===== config.mk =====
export PLATFORM = sky130hd
export DESIGN_NAME = apb_master_port
export DESIGN_NICKNAME = d
export VERILOG_FILES = /design/src/rtl/apb_master_port.sv
export SDC_FILE = /design/constraint.sdc
export NUM_CORES = 1
export LEC_CHECK = 0
export CORE_MARGIN = 3
export CORE_UTILIZATION = 42
export DETAILED_ROUTE_END_ITERATION = 12
export MAX_ROUTING_LAYER = met4
export PLACE_DENSITY = 0.89
export SLEW_MARGIN = 15
export SYNTH_ARGS = -nofsm -noshare
export SYNTH_HDL_FRONTEND = slang
export SYNTH_SLANG_ARGS = --single-unit

===== constraint.sdc =====
create_clock -name clk -period 4.5 [get_ports clk]
set_input_delay 0.9 -clock clk [delete_from_list [all_inputs] [get_ports clk]]
set_output_delay 0.9 -clock clk [all_outputs]
set_load 0.03 [all_outputs]

===== src/rtl/apb_master_port.sv =====
// APB3 requester: one command at a time, SETUP/ACCESS sequencing.
// Optional ACCESS timeout abort under APB_MASTER_TIMEOUT_EN.
module apb_master_port #(
  parameter int TP             = 1,
  parameter int AWIDTH         = 32,
  parameter int DWIDTH         = 32,
  parameter int TIMEOUT_CYCLES = 256
) (
  input  logic              clk,
  input  logic              rst,
  input  logic              cmd_valid,
  output logic              cmd_ready,
  input  logic              cmd_write,
  input  logic [AWIDTH-1:0] cmd_addr,
  input  logic [DWIDTH-1:0] cmd_wdata,
  output logic              rsp_valid,
  input  logic              rsp_ready,
  output logic [DWIDTH-1:0] rsp_rdata,
  output logic              rsp_err,
`ifdef APB_MASTER_TIMEOUT_EN
  output logic              rsp_timeout,
`endif
  output logic              psel,
  output logic              penable,
  output logic              pwrite,
  output logic [AWIDTH-1:0] paddr,
  output logic [DWIDTH-1:0] pwdata,
  input  logic [DWIDTH-1:0] prdata,
  input  logic              pready,
  input  logic              pslverr
);

  localparam logic [1:0] S_IDLE   = 2'd0;
  localparam logic [1:0] S_SETUP  = 2'd1;
  localparam logic [1:0] S_ACCESS = 2'd2;
  localparam logic [1:0] S_RESP   = 2'd3;

  // TP is kept for drop-in compatibility; RTL models no delays.
  if (TP < 0) begin : g_tp_unused
  end
  if (TIMEOUT_CYCLES < 1) begin : g_to_unused
  end

  logic [1:0] state;

`ifdef APB_MASTER_TIMEOUT_EN
  localparam int CW = $clog2(TIMEOUT_CYCLES + 1);
  localparam logic [CW-1:0] TO_LAST = CW'(TIMEOUT_CYCLES - 1);
  logic [CW-1:0] to_cnt;
`endif

  // Commands are only taken while idle.
  always_comb begin
    cmd_ready = (state == S_IDLE);
  end

  // Transfer sequencer and response holding registers.
  always_ff @(posedge clk) begin
    if (rst) begin
      state     <= S_IDLE;
      psel      <= 1'b0;
      penable   <= 1'b0;
      pwrite    <= 1'b0;
      paddr     <= '0;
      pwdata    <= '0;
      rsp_valid <= 1'b0;
      rsp_err   <= 1'b0;
      rsp_rdata <= '0;
`ifdef APB_MASTER_TIMEOUT_EN
      rsp_timeout <= 1'b0;
      to_cnt      <= '0;
`endif
    end else begin
      unique case (state)
        S_IDLE: begin
          if (cmd_valid) begin
            pwrite  <= cmd_write;
            paddr   <= cmd_addr;
            pwdata  <= cmd_wdata;
            psel    <= 1'b1;
            penable <= 1'b0;
            state   <= S_SETUP;
          end
        end
        S_SETUP: begin
          penable <= 1'b1;
          state   <= S_ACCESS;
`ifdef APB_MASTER_TIMEOUT_EN
          to_cnt  <= '0;
`endif
        end
        S_ACCESS: begin
          if (pready) begin
            rsp_rdata <= pwrite ? '0 : prdata;
            rsp_err   <= pslverr;
            psel      <= 1'b0;
            penable   <= 1'b0;
            rsp_valid <= 1'b1;
            state     <= S_RESP;
`ifdef APB_MASTER_TIMEOUT_EN
            rsp_timeout <= 1'b0;
`endif
          end
`ifdef APB_MASTER_TIMEOUT_EN
          else if (to_cnt == TO_LAST) begin
            rsp_rdata   <= '0;
            rsp_err     <= 1'b1;
            rsp_timeout <= 1'b1;
            psel        <= 1'b0;
            penable     <= 1'b0;
            rsp_valid   <= 1'b1;
            state       <= S_RESP;
          end else begin
            to_cnt <= to_cnt + CW'(1);
          end
`endif
        end
        S_RESP: begin
          if (rsp_ready) begin
            rsp_valid <= 1'b0;
            state     <= S_IDLE;
          end
        end
        default: state <= S_IDLE;
      endcase
    end
  end

endmodule


=== Yosys cells after proc, flatten, opt, wreduce, memory -nomap -nowiden ===
Index checks and enable logic that the tools add are counted.

* Reductions and logical operators: 10
* Mux-type cells: 13
* Equal/unequal tests: 6

{| class="wikitable"
|+ Operator list
! cell !! count
|-
| two-way mux 32 bit || 1
|-
| AND reduction 3 bit || 4
|-
| case mux 2 bit (4 select lines) || 1
|-
| two-way mux 2 bit || 3
|-
| != test 2 bit, second input constant || 3
|-
| two-way mux 1 bit || 5
|-
| == test 2 bit, second input constant || 2
|-
| case mux 1 bit (2 select lines) || 2
|-
| AND reduction 2 bit || 2
|-
| nonzero test 2 bit || 2
|-
| case mux 1 bit (3 select lines) || 1
|-
| nonzero test 3 bit || 1
|-
| == test 2 x 1 -> 1 bit, second input constant || 1
|-
| logical NOT 2 bit || 1
|}

* Bits in registers: 103
* Word-level logic and storage cells: 38
* Input port bits: 103
* Output and inout bits: 102

=== Longest topological paths before layout ===
Gate-level depths: netlist of run 1.

* Word-level depth: 3
* Gate-level depth with buffers: 7
* Gate-level depth less buffers: 5

=== Worst setup path before layout of run 1 ===
OpenSTA, ideal clock, no wires.

* Kind: input to register
* Start point: in pready
* End point: reg state[0]
* Setup slack: 2.759 ns
* Setup time: 0.060 ns
* Data required time: 4.440 ns
* Arrival time: 1.682 ns
* Cell stages on the path: 4
* Path buffers: 1
* Cell sequence: buf_2 nor2b_4 or4_1 nand2_1

* Word-level cells in the longest chain between the ends: 2

{| class="wikitable"
|+ Ends and longest elaborated chain
! what !! line !! text
|-
| start, declared || 29 || <nowiki>input logic pready,</nowiki>
|-
| != test 2 bit (no source line) || n/a ||
|-
| AND reduction 3 bit (no source line) || n/a ||
|-
| end signal, assigned || 60 || <nowiki>state <= S_IDLE;</nowiki>
|-
| end signal, assigned || 82 || <nowiki>state <= S_SETUP;</nowiki>
|-
| end signal, assigned || 87 || <nowiki>state <= S_ACCESS;</nowiki>
|-
| end, declared || 44 || <nowiki>logic [1:0] state;</nowiki>
|}

Every way passes these cells.
A chain may end at the register's enable or synchronous reset.

=== Worst setup path after layout of run 1 ===
* Start point: reg pwrite
* End point: out pwrite

{| class="wikitable"
|+ RTL lines
! what !! line !! text
|-
| start, declared || 25 || <nowiki>output logic pwrite,</nowiki>
|-
| start signal, assigned || 77 || <nowiki>pwrite <= cmd_write;</nowiki>
|}

No word-level cell between the ends.

==> impl_results.md, run 1 <==
- Die Area: between 0.01 and 0.015 sq mm
- Leak pwr: 2.16 nW
- Crit path time final: 2.96 ns
- Grt ovf: 0
- DRT iter0 DRCs: 107
- Die extent in x: between 100 and 150 microns
- Unrepaired setup endpoints after global routing: false
- Post-synth cell types: 26
- Post-cts resize count: 0
- Number of synthesized register bits: roughly 100
- Status: finished clean
- Total GRT Usage: 21.9%
- Fin util: 69.0%
- Synthesized area: approximately 0.0039 sq mm
- Starting Density: approximately 44%
- CP top delay family: flip-flops
- Layout net count: roughly 760
- Least-Margin Pin Slew: around 1.0 ns
- R2R Setup Slk: ~2.6 ns
- # Max-Cap Violations: 0
- Final setup margin: ~1.5 ns
- CTS Buf Count: 9
- Startpoint types: register
- First-pass GRT wire length: about 18000 microns
- Routed vias/inst: approximately 5.1
- P per Cell Area: 475 mW/mm^2
- Hold_ws: 0.455 ns
- Commonest non-fill, non-tap cells in the layout: 203 x clkdlybuf4s50_1, 167 x nand2_1, 103 x dfxtp_1
- Crit Path Category: reg -> out
- WL per Instance: around 15 microns
- Core ar.: a little under 0.009 sq mm
- Layout cells sized above 1: under 10%
- Maximum clock rate: between 0.3 and 0.4 GHz
- Post-route DRC: 0
- Vias: ~4000
- Slew margin rel.: 29.9%
- Clock slew at reported path FFs: 0.09 ns
- Most used routing layer: met2
- CTS sink cnt: about 100
- Critical path arrival: between 2 and 2.5 ns
- Pre-CTS WS: 1.57 ns
- Ys Warns: 0
- Sequential cell area fraction in the yosys report: 52.9%
- Worst skew pair latency: around 0.35 ns
- Setup Fix Bufs, Post-CTS: 0
- Hold/Removal Path Class: reg -> reg
- Core Rows: 34
- Worst-path fanout max: 34
- WP data required: around 3.6 ns
- Post-Syn Nets: a little under 600
- Endpoints failing hold: 0
- Total Neg Setup Slack: 0 ns
- Routed WL: 11600 microns
- GR Layer Usage met2: about 36%
- Initial antenna violation count: 0
- Final setup fails: 0
- Met1 Resource Use GR: around a quarter
- Cts hold-fix bufs: 0
- Clock buffer depth: 2
- GR Util met3: around 4.9%
- Largest family of logic cells by synthesized area: simple AND/OR/NAND/NOR gates
- Largest net degree at the start of global routing: between 60 and 70
- Area grow syn2layout: 56.7%
- Synth Area in Simple Gates: around 25%
- Slew Viols, Final: 0
- Root buf cell: clkbuf_8
- Chip height: 102 microns
- Clock skew: approximately 0.013 ns
- Placer Congestion: between 0.7 and 0.8
- Crit end category: output port
- Portion of netlist area occupied by mux cells: less than 1%
- Vias in the first global route: about 3800
- CP max stage cell: dfxtp_1
- DR pass1 iterations: 4
- CP bufs+invs: 1
- Syn avg cell area: 8.26 sq um
- IO buf count: between 200 and 250
- Peak supply drop: 0.257 mV
- Ant. Diodes: 0
- Crit path largest cell delay: about 0.90 ns
- Compound-gate portion of the synthesized area: between 10% and 20%
- Htree depth: 3
- Detail Route Antenna Nets: 0
- TritonCTS clock tree: built
- HPWL after DPL: roughly 8300 microns
- Final Cycle Share: between 60% and 70%
- Number of I/O pins: ~210
- XOR/XNOR Fraction of Synth Area: 0%
- Most common cell after layout, fill and taps aside: clkdlybuf4s50_1
- Adder-cell share of the synthesized area: between 2 and 2.5%
- Critical Path, Cell by Cell: clkdlybuf4s50_1
- Fillcell total: between 600 and 700
- Cells after Synth: between 400 and 500
[synth_stat cells (all sizes together)]
cell    number  area share, %
inv          4           0.38
nand2      168             16
o41ai        2           0.45
and2         1           0.16
buf         24            3.2
mux2i        1           0.26
a21boi       1           0.19
nand3        1           0.13
o21bai       1           0.19
nand2b       1           0.16
nor2b        3           0.67
o21ai        1           0.13
or4          1           0.19
o21a         1           0.19
nor2         1          0.096
nand4b      32            7.2
clkbuf      15            1.4
o311ai       3           0.67
a21oi      100             13
or2          1           0.16
dfxtp      103             53
ha           7            2.2
[layer usage]
layer / wire, microns / share of wire [%]
met1: 4790 / 41
met2: 5820 / 50
met3: 837 / 7.2
met4: 146 / 1.3
met5: 0 / 0
[worst paths after layout]
kind	start	endpoint	depth (start not counted)
setup / recovery	pwrite$_SDFFE_PP0P_	pwrite	1
hold / removal	pwdata[5]$_SDFFE_PP0P_	pwdata[5]$_SDFFE_PP0P_	2
setup reg to reg	state[0]$_SDFFE_PP0P_	rsp_rdata[25]$_SDFFE_PP0P_	5
hold reg to reg	pwdata[5]$_SDFFE_PP0P_	pwdata[5]$_SDFFE_PP0P_	2
[cell families after synthesis]
group / after synthesis
flops: 103
buf+inv: 43
compound gates: 109
simple gates: 209
mux: 1
fa+ha+maj: 7
[cell type report]
| cell class | count | area (sq um) | area share, % |
|---|---|---|---|
| Tap cell | 108 | 135 | 2.21 |
| Sequential cell | 103 | 2060 | 33.8 |
| Timing Repair Buffer | 207 | 2060 | 33.8 |
| Inverter | 4 | 15.0 | 0.246 |
| Clock buffer | 11 | 141 | 2.31 |
| Clock inverter | 5 | 41.3 | 0.676 |
| Multi-Input combinational cell | 326 | 1650 | 27.0 |
[registers in the layout, summed over array words and instances (netlist names)]
register,flops
paddr,32
pwdata,32
rsp_rdata,32
state,2
penable,1
psel,1
pwrite,1
rsp_err,1
rsp_valid,1
[power breakdown]
group          internal (W)  switching, W
combinational      0.000483      0.000729
clock              0.000222      0.000310
sequential          0.00106     0.0000951
total               0.00177       0.00113
[metrics by stage]
stage	cells	power, W	area (sq um)
after floorplan	472	0.00192	3900
after global placement	748	0.00236	5920
after detailed placement	748	0.00240	5920
after CTS	764	0.00293	6100
after global routing	764	0.00307	6110
final	764	0.00290	6110
Note: power is estimated with default switching activity, not from simulation.
==> inputs of run 2 (changes only) <==
Settings changed: CORE_UTILIZATION 42 to 35, PLACE_DENSITY 0.89 to 0.79.
Clock period 4.5 ns to 2.47 ns, I/O delays scaled along.
==> run 2 against run 1 <==
Against the previous run:
- sequential share of layout area decreased by 0.56 points
- sequential cell count unchanged
- via count increased by 0.46%
- final cell count increased by 4.1%
- critical path depth increased by 2
- register-to-register slack got worse by 1.9 ns
- critical path type unchanged
- highest routed layer unchanged
==> impl_results.md, run 2 (synthesis results as in run 1) <==
- Status: finished clean
- Post-cts resize count: 0
- Routed vias/inst: 4.93
- Hold_ws: ~0.45 ns
- Worst setup path start: state[0]$_SDFFE_PP0P_
- Root buf cell: clkbuf_8
- CP bufs+invs: 2
- Commonest non-fill, non-tap cells in the layout: 203 x clkdlybuf4s50_1, 167 x nand2_1, 103 x dfxtp_1
- Biggest regs: paddr: 32 flops, pwdata: 32 flops, rsp_rdata: 32 flops
- Die Area: 0.0124 sq mm
- Detail Route Antenna Nets: 0
- Core Rows: 37
- Worst Hold Path Cells: 2
- Register-to-Register Path Depth: 7
- Placer Congestion: 0.814
- Final Cycle Share: 91.8%
- Maximum clock rate: ~0.44 GHz
- Area grow syn2layout: 59.3%
- Crit Path Category: reg -> out
- Endpoints failing hold: 0
- Critical path arrival: approximately 1.8 ns
- Peak supply drop: approximately 0.46 mV
- Initial antenna violation count: 0
- Hold/Removal Path Class: reg -> reg
- Routed WL: roughly 12000 microns
- Worst skew pair latency: between 0.3 and 0.4 ns
- HPWL after DPL: around 8600 microns
- Ant. Diodes: 0
- Most common cell after layout, fill and taps aside: clkdlybuf4s50_1
- WL per Instance: approximately 15 microns
- Total GRT Usage: 18.6%
- CP top delay family: buffers and inverters
- Clock skew: 0.0179 ns
- First-pass GRT wire length: 18600 microns
- # Max-Cap Violations: 0
- Chip height: approximately 110 microns
- TritonCTS clock tree: built
- DRT iter0 DRCs: about 230
- Crit end category: output port
- Vias: 3921
- Leak pwr: ~2.2 nW
- Slew margin rel.: 62.6%
- Layout net count: between 700 and 800
- IO buf count: 204
- CTS sink cnt: between 100 and 150
- Unrepaired setup endpoints after global routing: false
- Crit path time final: around 2.3 ns
- DR pass1 iterations: 4
- Htree depth: 3
- CTS Buf Count: 9
- Final setup fails: 0
- Setup Fix Bufs, Post-CTS: 0
- Critical Path, Cell by Cell: inv_1 > ha_1 > clkdlybuf4s50_1
- CP max stage cell: clkdlybuf4s50_1
- Slew Viols, Final: 0
- Clock buffer depth: 2
- P per Cell Area: around 900 mW/mm^2
- Number of cells on the critical path: 3
- Crit path largest cell delay: 0.70 ns
- Worst-path fanout max: 5
- R2r startpoint: state[0]$_SDFFE_PP0P_
- Hold path startpoint: rsp_rdata[17]$_SDFFE_PP0P_
- Core ar.: about 0.011 sq mm
- Post-route DRC: 0
- Starting Density: between 30% and 40%
- Largest net degree at the start of global routing: 55
- Total Neg Setup Slack: 0 ns
- Number of I/O pins: between 200 and 250
- Grt ovf: 0
- Startpoint types: register
- WP data required: 1.98 ns
- Layout cells sized above 1: under 10%
- Die extent in x: ~110 microns
- Vias in the first global route: 3883
- Least-Margin Pin Slew: 0.561 ns
- Clock slew at reported path FFs: ~0.090 ns
- Cts hold-fix bufs: 0
-- run 2: changes by cell type in the layout (fill, tap and decap cells not counted), sizes merged --
cell	delta
buf	+5
inv	-1
bufinv	+2
clkinv	-1
clkbuf	-2
-- run 2: final cells by class --
type | count | area, sq um
multi-input combinational | 326 | 1650
tap | 136 | 170
fill | 932 | 4340
timing repair buffer | 212 | 2110
sequential | 103 | 2060
inverter | 4 | 15.0
clock buffer | 9 | 124
clock inverter | 5 | 83.8
-- run 2: power breakdown --
part	switching, W	total (W)	internal (W)	leakage, nW
logic	0.00135	0.00227	0.000919	1.25
clock network	0.000548	0.00111	0.000564	0.0978
registers	0.000152	0.00209	0.00194	0.841
-- run 2: per-stage QoR --
stage	std cells	worst slack, ns	utilization, %	cell area, sq um	total power, W
floorplan	472	0.937	-	3900	0.00349
global placement	781	0.555	56.9	6000	0.00435
detailed placement	781	0.486	56.9	6000	0.00442
CTS	795	0.161	58.9	6210	0.00555
global route	795	0.113	58.9	6210	0.00580
finish	795	0.202	58.9	6210	0.00547
-- run 2: layer usage --
layer  track usage, %  part of all wire (%)  up-vias
met5                -                     0        -
met1             21.7                    42     1823
met2             31.7                    50      146
met4             5.60                   1.4        0
met3             4.46                   6.6       14
li1                 -                     -     1938
-- run 2: final timing paths --
| path | to | slack, ns |
|---|---|---|
| hold / removal | rsp_rdata[17]$_SDFFE_PP0P_ | 0.45 |
| setup / recovery | cmd_ready | 0.20 |
| setup reg to reg | rsp_rdata[22]$_SDFFE_PP0P_ | 0.68 |
| hold reg to reg | rsp_rdata[17]$_SDFFE_PP0P_ | 0.45 |
-- run 2: tightest hold or removal path, stage by stage (launching register included) --
cell,delay (ns)
dfxtp_1,0.32
nand2_1,0.05
a21oi_1,0.05
==> inputs of run 3 (changes only) <==
Settings changed: ABC_CLOCK_PERIOD_IN_PS from default to 2470.
==> results of run 3 <==
Same layout as run 2: the final DEF is identical, and so are final timing and power.
==> variant (config.mk and constraints of run 1) <==
Build with the macro `APB_MASTER_TIMEOUT_EN` defined.
--- a/src/rtl/apb_master_port.sv
+++ b/src/rtl/apb_master_port.sv
@@ -1,5 +1,7 @@
 // APB3 requester: one command at a time, SETUP/ACCESS sequencing.
 // Optional ACCESS timeout abort under APB_MASTER_TIMEOUT_EN.
+`define APB_MASTER_TIMEOUT_EN
+
 module apb_master_port #(
   parameter int TP             = 1,
   parameter int AWIDTH         = 32,
Function (old outputs only; new: rsp_timeout): no difference found for any inputs over 4 cycles, from zero or initial values and one cycle with rst high; that may be too few to reach the edited logic, so the function may still have changed.
==> variant against run 1 <==
- via count is 5.8% higher
- synthesized area increased by 6.5%
- worst setup slack better by 0.053 ns
- sequential cell count grew 10
- power is 26% higher
- critical endpoint is now cmd_ready
- final cell count up 7.5%
- largest power group is now sequential cells
- wire length rose by 6.5%
- cell area rose by 11%
- sequential power rose by 8%
- clock power is 130% higher
==> variant: results <==
{
  "arrival_ns": 2.00,
  "dp_hpwl_um": 8600,
  "synth.area.top_cells": "dfxtp_1, nand2_1, a21oi_1",
  "cp_max_fo": 4,
  "cts_made_buffers": 17,
  "grt.total_usage_pct": 22.7,
  "holdWs_ns": 0.453,
  "firstDrtPassIters": 6,
  "cts.reportedPaths.clkPinSlew_ns": 0.05,
  "antenna_found_initial": 0,
  "yosys-top-cells-count": "nand2_1, dfxtp_1, a21oi_1, clkbuf_1, nor2_1",
  "skew_ns": 0.00886,
  "routed_wl_um": 12400,
  "drt_iter0_drc": 179,
  "synth_cell_types": 34,
  "p_leak_nw": 2.46,
  "htreeDepth": 4,
  "yosysSeqAreaShare_pct": 54.5,
  "synth_nets": 602,
  "grt_max_degree": 67,
  "maxSlewHeadroom_pct": 53.6,
  "gp_congestion": 0.744,
  "clkLatencyLatePin_ns": 0.49,
  "min_period_ns": 2.90,
  "status": "completed",
  "grt_pass1_vias": 4141,
  "drive_gt1_share_pct": 5.78,
  "grt_first_pass_wirelength_um": 20000,
  "fill_cells": 710,
  "io_buffers": 205
}
-- variant: changes by cell type after synthesis, sizes merged, moves of 4 or more --
cell	change
a22oi	+32
nand4b	-32
nor2	+32
nand2	-28
a21oi	-27
buf	-21
clkbuf	+20
dfxtp	+10
nand3	+10
nand3b	+4
-- variant: where the power goes --
group | internal (mW) | switching [mW] | total (mW)
clock network | 0.807 | 0.435 | 1.24
registers | 1.16 | 0.0866 | 1.25
logic | 0.462 | 0.698 | 1.16
-- variant: per-layer routing --
| layer | global-route usage, % | share of wire [%] | vias up |
|---|---|---|---|
| met4 | 8.15 | 1.8 | 0 |
| met3 | 5.88 | 4.9 | 15 |
| li1 | - | - | 2036 |
| met1 | 25.0 | 40 | 1942 |
| met2 | 39.5 | 53 | 136 |
| met5 | - | 0 | - |
-- variant: final timing paths --
check                  from   endpoint  depth (start not counted)
setup / recovery   state[0]  cmd_ready                          3
hold / removal    paddr[18]  paddr[18]                          2
setup reg to reg  to_cnt[0]  to_cnt[6]                          7
hold reg to reg   paddr[18]  paddr[18]                          2
-- variant: kinds of logic (layout without fill, tap and decap cells) --
logic type / after synthesis / count (layout) / share of synthesized area [%]
AND/OR/NAND/NOR: 206 / 206 / 20.6
adder cells (fa/ha/maj): 7 / 7 / 2.11
AO/OA/AOI/OAI: 120 / 120 / 17.7
multiplexers: 4 / 4 / 0.964
buffers and inverters: 42 / 242 / 4.10
flip-flops: 113 / 113 / 54.5
-- variant: through the flow --
step	setup slack, ns	cells	utilization, %	power, mW	cell area (um^2)
6_report	1.60	821	72.2	3.65	6800
5_1_grt	1.48	821	72.2	3.82	6800
4_1_cts	1.61	821	72.1	3.68	6790
3_5_place_dp	1.55	790	66.2	2.42	6230
3_3_place_gp	1.64	790	66.2	2.39	6230
2_1_floorplan	2.52	492	-	1.93	4150
-- variant: critical path, stage by stage, from the launching register on --
cell	delay, ns
dfxtp_1	0.33
inv_1	0.13
ha_1	0.30
clkdlybuf4s50_1	0.76
-- variant: final cells by class --
| cell class | instances | area, um^2 | share of cell area [%] |
|---|---|---|---|
| well taps | 129 | 161 | 2.37 |
| flip-flops and latches | 113 | 2260 | 33.3 |
| clock buffers | 20 | 445 | 6.55 |
| repair buffers | 207 | 2060 | 30.4 |
| multi-input cells | 337 | 1730 | 25.5 |
| inverters | 4 | 15.0 | 0.221 |
| clock inverters | 11 | 114 | 1.68 |
